**src/rtl/csr_file_gen_if.sv**
```systemverilog
// CSR access bus between the WB stage and the CSR file.
// Groups the read/write port so both sides share one definition.
//   csr_we     : write strobe, qualifies csr_wmask/csr_wdata at the clock edge
//   csr_num    : 14-bit CSR number, used for the read and the write
//   csr_wmask  : per-bit write mask
//   csr_wdata  : write data
//   csr_rdata  : combinational read data of csr_num (0 for unimplemented numbers)
interface csr_file_gen_if;
  logic        csr_we;
  logic [13:0] csr_num;
  logic [31:0] csr_wmask;
  logic [31:0] csr_wdata;
  logic [31:0] csr_rdata;

  modport master (
    output csr_we, csr_num, csr_wmask, csr_wdata,
    input  csr_rdata
  );

  modport slave (
    input  csr_we, csr_num, csr_wmask, csr_wdata,
    output csr_rdata
  );
endinterface

```
**src/rtl/csr_file_gen.sv**
```systemverilog
// LoongArch CSR file for the single-issue core, placed beside the WB stage.
// Reads are combinational; writes, exception commit and ertn commit update
// state at the rising clock edge. Includes a configurable SAVE bank, a
// configurable-width timer, BADV capture, LLBCTL/LLBit and a 64-bit counter.
// Ports:
//   clk, reset            : clock, synchronous active-high reset
//   csr_bus               : CSR read/write bus (slave side)
//   excp_flush/ertn_flush : exception / ertn commit strobes
//   ecode, esubcode, epc  : exception cause and PC, captured on excp_flush
//   va_err, err_va        : BADV capture qualifier and faulting address
//   llbit_set/llbit_clr   : ll.w / sc.w commit
//   llbit, era, eentry    : current LLBit, ERA and EENTRY
//   hard_int_in/ipi_int_in: interrupt lines sampled into ESTAT every cycle
//   has_int               : enabled interrupt pending
//   cnt_value, cnt_id     : stable counter and TID for rdcnt*
module csr_file_gen #(
  parameter int          SAVE_NUM = 4,
  parameter int          TIMER_W  = 32,
  parameter logic [31:0] TID_RST  = 32'h0
) (
  input  logic                clk,
  input  logic                reset,
  csr_file_gen_if.slave       csr_bus,
  input  logic                excp_flush,
  input  logic                ertn_flush,
  input  logic [5:0]          ecode,
  input  logic [8:0]          esubcode,
  input  logic [31:0]         epc,
  input  logic                va_err,
  input  logic [31:0]         err_va,
  input  logic                llbit_set,
  input  logic                llbit_clr,
  output logic                llbit,
  output logic [31:0]         era,
  output logic [31:0]         eentry,
  input  logic [7:0]          hard_int_in,
  input  logic                ipi_int_in,
  output logic                has_int,
  output logic [63:0]         cnt_value,
  output logic [31:0]         cnt_id
);

  localparam logic [13:0] CSR_CRMD   = 14'h000;
  localparam logic [13:0] CSR_PRMD   = 14'h001;
  localparam logic [13:0] CSR_ECFG   = 14'h004;
  localparam logic [13:0] CSR_ESTAT  = 14'h005;
  localparam logic [13:0] CSR_ERA    = 14'h006;
  localparam logic [13:0] CSR_BADV   = 14'h007;
  localparam logic [13:0] CSR_EENTRY = 14'h00C;
  localparam int          CSR_SAVE0  = 'h30;
  localparam logic [13:0] CSR_TID    = 14'h040;
  localparam logic [13:0] CSR_TCFG   = 14'h041;
  localparam logic [13:0] CSR_TVAL   = 14'h042;
  localparam logic [13:0] CSR_TICLR  = 14'h044;
  localparam logic [13:0] CSR_LLBCTL = 14'h060;

  logic [8:0]         crmd_q;
  logic [2:0]         prmd_q;
  logic [12:0]        ecfg_q;
  logic [1:0]         estat_sis_q;
  logic [7:0]         estat_hwi_q;
  logic               estat_ti_q;
  logic               estat_ipi_q;
  logic [5:0]         estat_ecode_q;
  logic [8:0]         estat_esub_q;
  logic [31:0]        era_q;
  logic [31:0]        badv_q;
  logic [25:0]        eentry_q;
  logic [31:0]        save_q [SAVE_NUM];
  logic [31:0]        tid_q;
  logic [TIMER_W-1:0] tcfg_q;
  logic [TIMER_W-1:0] tval_q;
  logic               llbit_q;
  logic               klo_q;
  logic [63:0]        cnt_q;

  logic [31:0]        wmask;
  logic [31:0]        wdata;
  logic [TIMER_W-1:0] tcfg_next;
  logic [12:0]        estat_low;
  logic               ertn_eff;
  logic               timer_expire;
  logic               wr_crmd, wr_prmd, wr_ecfg, wr_estat, wr_era, wr_badv;
  logic               wr_eentry, wr_tid, wr_tcfg, wr_ticlr, wr_llbctl;

  function automatic logic [31:0] merge(input logic [31:0] old,
                                        input logic [31:0] mask,
                                        input logic [31:0] data);
    return (mask & data) | (~mask & old);
  endfunction

  assign wmask     = csr_bus.csr_wmask;
  assign wdata     = csr_bus.csr_wdata;
  assign wr_crmd   = csr_bus.csr_we && (csr_bus.csr_num == CSR_CRMD);
  assign wr_prmd   = csr_bus.csr_we && (csr_bus.csr_num == CSR_PRMD);
  assign wr_ecfg   = csr_bus.csr_we && (csr_bus.csr_num == CSR_ECFG);
  assign wr_estat  = csr_bus.csr_we && (csr_bus.csr_num == CSR_ESTAT);
  assign wr_era    = csr_bus.csr_we && (csr_bus.csr_num == CSR_ERA);
  assign wr_badv   = csr_bus.csr_we && (csr_bus.csr_num == CSR_BADV);
  assign wr_eentry = csr_bus.csr_we && (csr_bus.csr_num == CSR_EENTRY);
  assign wr_tid    = csr_bus.csr_we && (csr_bus.csr_num == CSR_TID);
  assign wr_tcfg   = csr_bus.csr_we && (csr_bus.csr_num == CSR_TCFG);
  assign wr_ticlr  = csr_bus.csr_we && (csr_bus.csr_num == CSR_TICLR);
  assign wr_llbctl = csr_bus.csr_we && (csr_bus.csr_num == CSR_LLBCTL);

  // An exception commit outranks an ertn in the same cycle.
  assign ertn_eff     = ertn_flush && !excp_flush;
  assign tcfg_next    = TIMER_W'(merge(32'(tcfg_q), wmask, wdata));
  // Expiry is evaluated on the current TCFG; a TCFG write that cycle reloads instead.
  assign timer_expire = !wr_tcfg && tcfg_q[0] && (tval_q == '0);
  assign estat_low    = {estat_ipi_q, estat_ti_q, 1'b0, estat_hwi_q, estat_sis_q};

  assign llbit     = llbit_q;
  assign era       = era_q;
  assign eentry    = {eentry_q, 6'b0};
  assign has_int   = crmd_q[2] && |(estat_low & ecfg_q);
  assign cnt_value = cnt_q;
  assign cnt_id    = tid_q;

  // Exception/ertn bookkeeping: CRMD, PRMD, ERA, BADV and ESTAT cause fields.
  // A flush takes the register it touches, so a same-cycle CSR write is dropped.
  always_ff @(posedge clk) begin
    if (reset) begin
      crmd_q        <= 9'h008;
      prmd_q        <= '0;
      era_q         <= '0;
      badv_q        <= '0;
      estat_sis_q   <= '0;
      estat_ecode_q <= '0;
      estat_esub_q  <= '0;
    end else begin
      if (excp_flush) begin
        crmd_q[2:0]   <= 3'b000;
        prmd_q        <= crmd_q[2:0];
        era_q         <= epc;
        estat_ecode_q <= ecode;
        estat_esub_q  <= esubcode;
      end else begin
        if (ertn_eff)
          crmd_q[2:0] <= prmd_q;
        else if (wr_crmd)
          crmd_q <= 9'(merge(32'(crmd_q), wmask, wdata));
        if (wr_prmd)
          prmd_q <= 3'(merge(32'(prmd_q), wmask, wdata));
        if (wr_era)
          era_q <= merge(era_q, wmask, wdata);
        if (wr_estat)
          estat_sis_q <= 2'(merge(32'(estat_sis_q), wmask, wdata));
      end
      if (excp_flush && va_err)
        badv_q <= err_va;
      else if (wr_badv)
        badv_q <= merge(badv_q, wmask, wdata);
    end
  end

  // Plain read/write registers and the per-cycle interrupt line sampling.
  always_ff @(posedge clk) begin
    if (reset) begin
      ecfg_q      <= '0;
      eentry_q    <= '0;
      tid_q       <= TID_RST;
      estat_hwi_q <= '0;
      estat_ipi_q <= 1'b0;
      cnt_q       <= '0;
      for (int i = 0; i < SAVE_NUM; i++)
        save_q[i] <= '0;
    end else begin
      estat_hwi_q <= hard_int_in;
      estat_ipi_q <= ipi_int_in;
      cnt_q       <= cnt_q + 64'd1;
      if (wr_ecfg)
        ecfg_q <= 13'(merge(32'(ecfg_q), wmask, wdata)) & 13'h1BFF;
      if (wr_eentry)
        eentry_q <= (wmask[31:6] & wdata[31:6]) | (~wmask[31:6] & eentry_q);
      if (wr_tid)
        tid_q <= merge(tid_q, wmask, wdata);
      for (int i = 0; i < SAVE_NUM; i++)
        if (csr_bus.csr_we && (csr_bus.csr_num == 14'(CSR_SAVE0 + i)))
          save_q[i] <= merge(save_q[i], wmask, wdata);
    end
  end

  // Timer: TCFG write reloads, otherwise count down while enabled; on reaching
  // zero raise TI and either reload (periodic) or stop with TVAL held at 0.
  always_ff @(posedge clk) begin
    if (reset) begin
      tcfg_q     <= '0;
      tval_q     <= '0;
      estat_ti_q <= 1'b0;
    end else begin
      if (wr_tcfg) begin
        tcfg_q <= tcfg_next;
        tval_q <= {tcfg_next[TIMER_W-1:2], 2'b00};
      end else if (tcfg_q[0] && (tval_q != '0)) begin
        tval_q <= tval_q - 1'b1;
      end else if (tcfg_q[0]) begin
        if (tcfg_q[1])
          tval_q <= {tcfg_q[TIMER_W-1:2], 2'b00};
        else
          tcfg_q[0] <= 1'b0;
      end
      if (timer_expire)
        estat_ti_q <= 1'b1;
      else if (wr_ticlr && wmask[0] && wdata[0])
        estat_ti_q <= 1'b0;
    end
  end

  // LLBit: ertn handling first (KLO keeps the bit once), then sc.w, then
  // a WCLLB write, then ll.w.
  always_ff @(posedge clk) begin
    if (reset) begin
      llbit_q <= 1'b0;
      klo_q   <= 1'b0;
    end else if (ertn_eff) begin
      if (klo_q)
        klo_q <= 1'b0;
      else
        llbit_q <= 1'b0;
    end else begin
      if (llbit_clr)
        llbit_q <= 1'b0;
      else if (wr_llbctl && wmask[1] && wdata[1])
        llbit_q <= 1'b0;
      else if (llbit_set)
        llbit_q <= 1'b1;
      if (wr_llbctl)
        klo_q <= (wmask[2] & wdata[2]) | (~wmask[2] & klo_q);
    end
  end

  // Read mux; unimplemented numbers and write-only fields read as 0.
  always_comb begin
    csr_bus.csr_rdata = 32'h0;
    case (csr_bus.csr_num)
      CSR_CRMD:   csr_bus.csr_rdata = {23'b0, crmd_q};
      CSR_PRMD:   csr_bus.csr_rdata = {29'b0, prmd_q};
      CSR_ECFG:   csr_bus.csr_rdata = {19'b0, ecfg_q};
      CSR_ESTAT:  csr_bus.csr_rdata = {1'b0, estat_esub_q, estat_ecode_q, 3'b0, estat_low};
      CSR_ERA:    csr_bus.csr_rdata = era_q;
      CSR_BADV:   csr_bus.csr_rdata = badv_q;
      CSR_EENTRY: csr_bus.csr_rdata = {eentry_q, 6'b0};
      CSR_TID:    csr_bus.csr_rdata = tid_q;
      CSR_TCFG:   csr_bus.csr_rdata = 32'(tcfg_q);
      CSR_TVAL:   csr_bus.csr_rdata = 32'(tval_q);
      CSR_LLBCTL: csr_bus.csr_rdata = {29'b0, klo_q, 1'b0, llbit_q};
      default:    csr_bus.csr_rdata = 32'h0;
    endcase
    for (int i = 0; i < SAVE_NUM; i++)
      if (csr_bus.csr_num == 14'(CSR_SAVE0 + i))
        csr_bus.csr_rdata = save_q[i];
  end

endmodule

```
**src/flat_wrapper.sv**
```systemverilog
// flat-port wrapper written by rule: the top's interface ports become plain ports
module csr_file_gen_flat 
#(
  parameter int          SAVE_NUM = 4,
  parameter int          TIMER_W  = 32,
  parameter logic [31:0] TID_RST  = 32'h0
)
  (clk, reset, excp_flush, ertn_flush, ecode, esubcode, epc, va_err, err_va, llbit_set, llbit_clr, llbit, era, eentry, hard_int_in, ipi_int_in, has_int, cnt_value, cnt_id, csr_bus_csr_we, csr_bus_csr_num, csr_bus_csr_wmask, csr_bus_csr_wdata, csr_bus_csr_rdata);
  csr_file_gen_if csr_bus_i ();
  input  logic clk;
  input  logic reset;
  input  logic excp_flush;
  input  logic ertn_flush;
  input  logic [5:0] ecode;
  input  logic [8:0] esubcode;
  input  logic [31:0] epc;
  input  logic va_err;
  input  logic [31:0] err_va;
  input  logic llbit_set;
  input  logic llbit_clr;
  output logic llbit;
  output logic [31:0] era;
  output logic [31:0] eentry;
  input  logic [7:0] hard_int_in;
  input  logic ipi_int_in;
  output logic has_int;
  output logic [63:0] cnt_value;
  output logic [31:0] cnt_id;
  input wire logic [$bits(csr_bus_i.csr_we)-1:0] csr_bus_csr_we;
  input wire logic [$bits(csr_bus_i.csr_num)-1:0] csr_bus_csr_num;
  input wire logic [$bits(csr_bus_i.csr_wmask)-1:0] csr_bus_csr_wmask;
  input wire logic [$bits(csr_bus_i.csr_wdata)-1:0] csr_bus_csr_wdata;
  output wire logic [$bits(csr_bus_i.csr_rdata)-1:0] csr_bus_csr_rdata;
  assign csr_bus_i.csr_we = csr_bus_csr_we;
  assign csr_bus_i.csr_num = csr_bus_csr_num;
  assign csr_bus_i.csr_wmask = csr_bus_csr_wmask;
  assign csr_bus_i.csr_wdata = csr_bus_csr_wdata;
  assign csr_bus_csr_rdata = csr_bus_i.csr_rdata;
  csr_file_gen #(.SAVE_NUM(SAVE_NUM), .TIMER_W(TIMER_W), .TID_RST(TID_RST)) u_core (.clk(clk), .reset(reset), .csr_bus(csr_bus_i), .excp_flush(excp_flush), .ertn_flush(ertn_flush), .ecode(ecode), .esubcode(esubcode), .epc(epc), .va_err(va_err), .err_va(err_va), .llbit_set(llbit_set), .llbit_clr(llbit_clr), .llbit(llbit), .era(era), .eentry(eentry), .hard_int_in(hard_int_in), .ipi_int_in(ipi_int_in), .has_int(has_int), .cnt_value(cnt_value), .cnt_id(cnt_id));
endmodule
```
**config.mk**
```make
export PLATFORM = sky130hd
export DESIGN_NAME = csr_file_gen_flat
export DESIGN_NICKNAME = d
export VERILOG_FILES = /design/src/rtl/csr_file_gen_if.sv /design/src/rtl/csr_file_gen.sv /design/src/flat_wrapper.sv
export SDC_FILE = /design/constraint.sdc
export NUM_CORES = 1
export LEC_CHECK = 0
export BUFFER_PORTS_ARGS = -buffer_cell sky130_fd_sc_hd__buf_2
export CAP_MARGIN = 20
export CORE_MARGIN = 2
export CORE_UTILIZATION = 40
export CTS_CLUSTER_DIAMETER = 120
export CTS_CLUSTER_SIZE = 14
export DETAILED_ROUTE_END_ITERATION = 7
export PLACE_DENSITY = 0.63
export SLEW_MARGIN = 20
export SYNTH_ARGS = -nofsm -noshare
export SYNTH_HDL_FRONTEND = slang
export SYNTH_SLANG_ARGS = --single-unit
```
**constraint.sdc**
```tcl
create_clock -name clk -period 3.3 [get_ports clk]
set_clock_uncertainty 0.2 [all_clocks]
set_input_delay 0.165 -clock clk [delete_from_list [all_inputs] [get_ports clk]]
set_output_delay 0.165 -clock clk [all_outputs]
set_load 0.01 [all_outputs]
```
==> results.yml <==
logic_synthesis:
  synthSimpleGateAreaFrac: 0.226
  synth_fa_ha_area_frac: 0.00110
  yosysTopAreaCell: "dfxtp_1"
  synthMuxAreaShare: 0.0678
  synthTopCellsByArea: "dfxtp_1, edfxtp_1, mux2i_1"
  synth_flop_cell: "dfxtp_1"
  synth_edf_count: 128
  synth-seq-area-share: 0.437
  async_flop_share: 0
  syn_avg_cell_area_um2: 8.62
  synth_top_area_share: 0.267
  synth-seq-cells: 431
  yosysUniqueCellTypes: 75
  synth_common_cells: "nand2_1, dfxtp_1, a21oi_1"
  synth-xor-area-share: 0.0297
  synth_warnings: 0
  synth_top_family_by_area: "simple AND/OR/NAND/NOR gates"
  synthCells: 2632
  synth_compound_area_frac: 0.193
  netlist_area_mm2: 0.0227
  synthMostInstantiatedCell: "nand2_1"
place:
  gp_congestion: 0.941
  place_area_mm2: 0.0258
  place_inst: 3658
  pre_cts_slack_ns: 0.150
  dpl.hpwl_um: 62700
  portBuffers: 361
timing:
  max_freq_mhz: 314
  rsz0062_at_grt: "no"
  finalWorstSetupSlack_ns: 0.110
  relSlewSlack: 0.365
  period_needed_ns: 3.19
  fin_crit_sh: 0.967
  worstMarginPinSlew_ns: 0.952
  hold_slack_ns: 0.0929
  finalSetupViolations: 0
  hold_viol_final: 0
  drv_slew: 0
  tns_ns: 0
min_path:
  hold_class: "in -> reg"
drt:
  dr.first_iter.drc_count: 2496
  ant_nets: 0
  wl_per_cell_um: 23.6
  firstDrtPassIters: 6
  viasPerCell: 5.94
  via_count: 23800
  wl_um: 94400
  remaining_drc_errors: 0
grt:
  grt_max_degree: 191
  grt_overflow: 0
  grt_pass1_vias: 23400
  grt_first_pass_wirelength_um: 142000
  grtUsageTotal: 0.311
  antenna_found_initial: 1
floorplanning:
  dieWidth_um: 242
  io_pins: 368
  rows: 87
  die_h_um: 242
  start_util: 0.403
  core_area_mm2: 0.0563
  dieArea_mm2: 0.0586
setup_path:
  cp-startpoint: "csr_bus_csr_num[9]"
  r2r-end: "u_core.tval_q[15]$_SDFFE_PP0P_"
  crit_path_end_kind: "flip-flop"
  critPathArrivalTime_ns: 3.50
  r2r_slack_ns: 0.17
  crit_type: "in -> reg"
  worstRegToRegCells: 6
  crit_fanout: 27
  cp_data_required_time_ns: 3.61
  rr_startpoint: "u_core.tval_q[10]$_SDFFE_PP0P_"
  cp-start-kind: "primary input"
pwr:
  leakagePower_nw: 12.0
  ir_drop_uv: 330
  powerDensity_mw_per_mm2: 368
cts:
  cts_tree: "yes"
  clock_latency_ns: 0.57
  cts_buffers: 36
  root_buffer: "clkbuf_16"
  path_clk_slew_ns: 0.08
  clock_path_buffers: 3
  cts_sinks: 431
  cts-htree-levels: 2
  cts_setup_buffers: 0
finish:
  finalNonFillerCells: 4002
  nets: 3399
  fin_area_mm2: 0.0296
  syn_to_final_growth_pct: 30.6
  drive_above_1_share: 0.179
job:
  cap_violations: 0
outcome:
  outcome: "finished, final reports clean"
-- placed cells by master, fill, tap and decap left out, drive strengths merged, types with 8 or more instances in the layout --
cell type	instances
buf	487
nand2	307
dfxtp	303
dlygate4sd3	283
a21oi	272
nor2	270
nand2b	152
mux2i	138
edfxtp	128
nand3	83
nor3	71
a22oi	62
o21ai	62
clkbuf	59
xnor2	40
a211oi	39
a311oi	39
xor2	37
a21boi	34
nand4	26
a221oi	24
nor4	24
inv	23
and3	21
a22o	20
nor2b	20
o22ai	18
a31oi	17
a222oi	16
mux2	14
or4	14
and4	14
and2	14
or2	9
or3	9
a31o	9
a221o	8
o32ai	8
-- per-layer routing --
layer / global-route usage / wire, um
met1: 0.396 / 37800
met2: 0.506 / 43200
met3: 0.0746 / 9200
met4: 0.133 / 4190
met5: 0 / 13
-- cell families after synthesis --
kind of cell | after synthesis
and+or+nand+nor | 1055
AOI/OAI and AO/OA | 668
DFF | 431
buffers and inverters | 246
muxes | 152
xor gates and xnor gates | 77
adders and majority gates | 2
other | 1
-- worst min-delay path by stage --
stage / start / endpoint / cells past startpoint
floorplan: hard_int_in[0] / u_core.estat_hwi_q[0]$_SDFF_PP0_ / 1
global placement: hard_int_in[5] / u_core.estat_hwi_q[5]$_SDFF_PP0_ / 2
detailed placement: ipi_int_in / u_core.estat_ipi_q$_SDFF_PP0_ / 2
CTS: csr_bus_csr_num[12] / u_core.tval_q[28]$_SDFFE_PP0P_ / 4
global route: csr_bus_csr_num[13] / u_core.tval_q[28]$_SDFFE_PP0P_ / 4
finish: csr_bus_csr_num[5] / u_core.estat_ti_q$_SDFFE_PP0P_ / 6
-- power breakdown --
part / switching [mW] / total, mW / internal [mW]
sequential: 0.103 / 5.67 / 5.57
clock: 2.06 / 4.14 / 2.09
combinational: 0.614 / 1.10 / 0.483
total: 2.77 / 10.9 / 8.14
-- critical path, cell delays in order --
cell           delay, ns
buf_2               0.10
or4_1               0.66
buf_4               0.28
nor4_4              0.34
buf_12              0.26
and4_1              0.30
nand3_1             0.09
dlygate4sd3_1       0.57
a21oi_1             0.14
dlygate4sd3_1       0.58
-- stage by stage --
step | utilization | total power [mW]
6_report | 0.526 | 10.9
3_5_place_dp | 0.458 | 6.64
3_3_place_gp | 0.458 | 6.62
4_1_cts | 0.526 | 11.0
5_1_grt | 0.526 | 11.3
2_1_floorplan | - | 6.22
-- timing repair --
item | in CTS | in global routing
resized for setup | 0 | 1
endpoints found under the setup margin | 0 | 6
hold buffers | 283 | 0
hold endpoints to repair | 344 | 0
-- final cells by class --
class,count,area (um^2)
tap,756,946
timing repair buffer,770,5800
antenna,1,2.50
multi-input combinational,1960,11900
clock buffer,59,1010
fill,5280,26700
inverter,24,90.1
clock inverter,1,5.00
sequential,431,9910
(Power assumes the default switching activity.)
